<file path="config.mk">
export PLATFORM = sky130hd
export DESIGN_NAME = irq_pending_arbiter
export DESIGN_NICKNAME = d
export VERILOG_FILES = /design/src/rtl/irq_pending_arbiter.sv
export SDC_FILE = /design/constraint.sdc
export NUM_CORES = 1
export LEC_CHECK = 0
export BUFFER_PORTS_ARGS = -buffer_cell sky130_fd_sc_hd__buf_2
export CAP_MARGIN = 20
export CORE_ASPECT_RATIO = 1.75
export CORE_UTILIZATION = 47
export DETAILED_ROUTE_END_ITERATION = 8
export GPL_ROUTABILITY_DRIVEN = 0
export HOLD_SLACK_MARGIN = 0.15
export MAX_ROUTING_LAYER = met4
export PLACE_DENSITY = 0.73
export SYNTH_ARGS = -nofsm -noshare
export SYNTH_HDL_FRONTEND = slang
export SYNTH_SLANG_ARGS = --single-unit
export TNS_END_PERCENT = 1
</file>
<file path="constraint.sdc">
create_clock -name clk -period 3.7 [get_ports clk]
set_clock_uncertainty 0.2 [all_clocks]
set_input_delay 0.555 -clock clk [delete_from_list [all_inputs] [get_ports clk]]
set_output_delay 0.555 -clock clk [all_outputs]
set_load 0.01 [all_outputs]
</file>
<file path="src/rtl/irq_pending_arbiter.sv">
// Edge-captures N request lines into a sticky pending vector and hands the
// pending requests out one at a time, highest index first, over valid/ready.
module irq_pending_arbiter #(
   parameter int N    = 8,
   parameter int IDXW = 3,
   parameter int CNTW = 8
) (
   input  logic            clk,
   input  logic            rst_n,
   input  logic [N-1:0]    req,
   input  logic            clr_all,
   output logic            out_valid,
   input  logic            out_ready,
   output logic [IDXW-1:0] out_idx,
   output logic [N-1:0]    pending,
   output logic [CNTW-1:0] dropped
);

   typedef enum logic {IDLE, PRESENT} state_t;

   state_t          state_q,     state_d;
   logic [N-1:0]    req_q,       req_d;
   logic [N-1:0]    pending_q,   pending_d;
   logic [IDXW-1:0] out_idx_q,   out_idx_d;
   logic            out_valid_q, out_valid_d;
   logic [CNTW-1:0] dropped_q,   dropped_d;

   logic [N-1:0]    rise;
   logic [N-1:0]    drop_vec;
   logic [N-1:0]    clr_mask;
   logic            accept;

   function automatic logic [IDXW:0] popcount(input logic [N-1:0] v);
      logic [IDXW:0] c;
      c = '0;
      for (int i = 0; i < N; i++) c = c + {{IDXW{1'b0}}, v[i]};
      return c;
   endfunction

   // Ascending scan with last-hit-wins yields the highest set index.
   function automatic logic [IDXW-1:0] hi_index(input logic [N-1:0] v);
      logic [IDXW-1:0] idx;
      idx = '0;
      for (int i = 0; i < N; i++) if (v[i]) idx = i[IDXW-1:0];
      return idx;
   endfunction

   function automatic logic [CNTW-1:0] sat_add(input logic [CNTW-1:0] a,
                                                input logic [IDXW:0]   b);
      logic [CNTW:0] sum;
      sum = {1'b0, a} + {{(CNTW-IDXW){1'b0}}, b};
      return sum[CNTW] ? {CNTW{1'b1}} : sum[CNTW-1:0];
   endfunction

   always_comb begin
      rise     = req & ~req_q;
      accept   = out_valid_q & out_ready;
      clr_mask = '0;
      if (accept) clr_mask[out_idx_q] = 1'b1;
      drop_vec = rise & pending_q;

      req_d       = req;
      pending_d   = (pending_q & ~clr_mask) | rise;
      dropped_d   = sat_add(dropped_q, popcount(drop_vec));
      out_idx_d   = out_idx_q;
      out_valid_d = out_valid_q;
      state_d     = state_q;

      case (state_q)
         IDLE: begin
            if (pending_q != '0) begin
               out_idx_d   = hi_index(pending_q);
               out_valid_d = 1'b1;
               state_d     = PRESENT;
            end
         end
         PRESENT: begin
            if (accept) begin
               out_valid_d = 1'b0;
               state_d     = IDLE;
            end
         end
         default: begin
            out_valid_d = 1'b0;
            state_d     = IDLE;
         end
      endcase

      // Flush wins over everything; edges seen now are discarded, not dropped.
      if (clr_all) begin
         pending_d   = '0;
         dropped_d   = dropped_q;
         out_valid_d = 1'b0;
         state_d     = IDLE;
      end
   end

   always_ff @(posedge clk or negedge rst_n) begin
      if (!rst_n) begin
         state_q     <= IDLE;
         req_q       <= '0;
         pending_q   <= '0;
         out_idx_q   <= '0;
         out_valid_q <= 1'b0;
         dropped_q   <= '0;
      end else begin
         state_q     <= state_d;
         req_q       <= req_d;
         pending_q   <= pending_d;
         out_idx_q   <= out_idx_d;
         out_valid_q <= out_valid_d;
         dropped_q   <= dropped_d;
      end
   end

   assign out_valid = out_valid_q;
   assign out_idx   = out_idx_q;
   assign pending   = pending_q;
   assign dropped   = dropped_q;

endmodule
</file>
==> metrics.md <==
| Metric | Value |
|---|---|
| Outcome | `finished with violations` |
| Violated checks | `setup timing` |
| RSZ-0062 raised after global routing | `yes` |
| Core Region | `2960 sq um` |
| Crit start category | `primary input` |
| DRC Markers | `0` |
| Type of the worst setup path | `primary input to register` |
| Row count | `26` |
| Total I/O pin count | `32` |
| Vias/cell | `5.371` |
| Syn nets | `167` |
| Synth-to-Final Area Change | `27.08%` |
| Wirelength per Cell | `14.48 microns` |
| CTS sink cnt | `29` |
| Setup violations, final | `8` |
| Clock Latency Late Sink | `0.29 ns` |
| Clock slew at reported path FFs | `0.07 ns` |
| Vias in the first global route | `1330` |
| Max Fanout on Critical Path | `4` |
| Req. time, crit path | `3.68 ns` |
| Hold WC Path Type | `primary input to register` |
| Synth unique cells | `29` |
| Share of the synthesized area in the top cell type | `48.78%` |
| Setup TNS | `-1.234 ns` |
| HPWL after DPL | `2505 microns` |
| FF+latch count, synth | `29` |
| PnR Total Power | `0.001069 W` |
| Htree depth | `2` |
| Port Buffers | `31` |
| Most frequent cells in the layout | `31 x buf_2, 29 x dfrtp_1, 14 x a21oi_1, 14 x nor2_1` |
| Mean Syn Cell Area | `10.33 sq um` |
| Vias | `1246` |
| Starting Density | `50.25%` |
| Worst VDD drop | `0.3809 mV` |
| CTS tree | `yes` |
| Area of the multi-input gates | `763.2 sq um` |
| CTS Buf Count | `5` |
| Wirelength, routed | `3360 microns` |
| Max Fclk | `0.2564 GHz` |
| Sequential standard cell area | `725.7 sq um` |
| Die Ht | `76.43 microns` |
| Synthesis Warnings | `0` |
| Largest net degree at the start of global routing | `30` |
| Nets | `212` |
| CP endpoint kind | `register` |
| Fillers | `261` |
| Yosys top cell by area | `dfrtp_1` |
| Global-route wire length before repair | `5761 microns` |
| DRT iter0 DRCs | `19` |
| DRT antenna net count | `0` |
| Data arrival, critical path | `3.88 ns` |
| First-pass DRT Iterations | `4` |
| Antenna violations before repair | `0` |
| Maximum clock insertion buffer count | `2` |
| Post-Syn Instances | `144` |
| Aggregate global-route resource usage | `23.79%` |
| Final hold vios | `0` |
| Slew headroom | `57.65%` |
| Final worst slack | `-0.2009 ns` |
| Leak pwr | `0.8940 nW` |
| Layout cells sized above 1 | `34.21%` |
| Period minus WS final | `3.901 ns` |
| Mapped Area | `1488 sq um` |
| GRT overflow | `0` |
| Die width | `44.53 microns` |
| Most common cell after layout, fill and taps aside | `buf_2` |
| # Max-Cap Violations | `0` |
| Slew @ Worst Pin | `0.6353 ns` |
| Seq/Total Area, Yosys | `48.78%` |
| Max Slew Vio Count | `0` |
| P per Cell Area | `565.4 nW/um^2` |
| Synth top area cells | `dfrtp_1 49%, fa_1 6.7%, a21oi_1 5.0%` |
| Period utilization | `105.4%` |
| Clock Tree Root | `clkbuf_8` |
| N_diodes | `0` |
| Die area | `3403 sq um` |
## final cells by class
cell class                 instances  share of cell area [%]
inverter                          12                   2.383
tap                               42                   2.780
multi-input combinational        102                   40.37
sequential                        29                   38.39
timing repair buffer              39                   11.52
clock inverter                     3                  0.9265
clock buffer                       5                   3.640
## state kept, by name (all words and copies together), names as in the netlist
name       cells
out_valid      1
dropped        8
req_q          8
out_idx        3
state_q        1
pending        8
## metal layers
metal	global-route usage [%]	vias up	share of wire, %
li1	-	583	-
met1	25.47	620	37
met2	40.00	36	57
met3	4.265	7	3.5
met4	12.12	0	2.2
met5	-	-	0
## final timing paths
kind                       cells past startpoint  slack [ns]  startpoint         end
setup / recovery                              14       -0.20      req[0]  dropped[5]
hold / removal                                 1        0.19      req[6]    req_q[6]
setup reg to reg                              13       -0.19  pending[0]  dropped[5]
hold reg to reg                                2        0.33    req_q[4]  pending[4]
max in group asynchronous                      2        2.26       rst_n  pending[1]
min in group asynchronous                      2        0.63       rst_n  dropped[1]
## timing repair
item,4_1_cts,5_1_grt
setup endpoints to repair,8,8
buffers inserted,0,0
pin swaps,1,5
gates resized for setup,2,4
hold buffers,1,0
endpoints found under the hold margin,29,0
## critical path, cell delays in order
cell      delay [ns]
buf_2           0.12
nand2b_4        0.07
nor2_4          0.04
fa_1            0.51
inv_2           0.04
fa_1            0.49
inv_1           0.05
fa_1            0.46
fa_2            0.39
fa_2            0.36
a211o_2         0.32
o211ai_4        0.10
o21ai_1         0.09
mux2_4          0.27
## cell usage after synthesis
cell type / count
o21ai_0: 11
or3_4: 1
fa_1: 5
or2_2: 2
nor2_1: 16
a21oi_1: 15
o21bai_1: 1
a21o_1: 1
dfrtp_1: 29
a31oi_2: 1
o31ai_1: 2
xor2_1: 1
a211o_2: 1
clkbuf_1: 1
nand4_1: 1
nand2_1: 8
inv_1: 12
nand2b_1: 12
mux2_2: 4
nand3_1: 2
a31oi_1: 1
nor4_1: 2
xnor2_1: 1
a2bb2oi_1: 3
ha_1: 6
a41oi_1: 1
o22ai_1: 1
nand3b_1: 2
o211ai_2: 1
## logic make-up (layout without fill, tap and decap cells)
group / count (synthesis) / after routing / synth area share [%]
muxes: 4 / 4 / 3.028
buffers and inverters: 13 / 59 / 3.280
AOI/OAI and AO/OA: 39 / 39 / 16.32
adders and majority gates: 11 / 11 / 11.77
and+or+nand+nor: 46 / 46 / 15.64
xor gates and xnor gates: 2 / 2 / 1.178
DFF: 29 / 29 / 48.78
## stage by stage
stage | std cells | instance area, sq um | worst slack, ns | hold WS [ns] | util [%]
6_report | 232 | 1891 | -0.2009 | 0.1877 | 63.86
5_1_grt | 232 | 1891 | -0.2924 | 0.1880 | 63.86
4_1_cts | 232 | 1877 | -0.1986 | 0.1804 | 63.40
3_5_place_dp | 223 | 1774 | -0.5040 | 0.3168 | 59.93
3_3_place_gp | 223 | 1774 | -0.4337 | 0.3016 | 59.93
2_1_floorplan | 144 | 1518 | -0.2655 | 0.05941 | -
## where the power goes
group / leakage [nW] / switching [W] / internal [W]
combinational: 0.498 / 0.000195 / 0.000177
sequential: 0.352 / 0.0000657 / 0.000374
clock: 0.0439 / 0.000127 / 0.000129
Note: power is estimated with default switching activity, not from simulation.
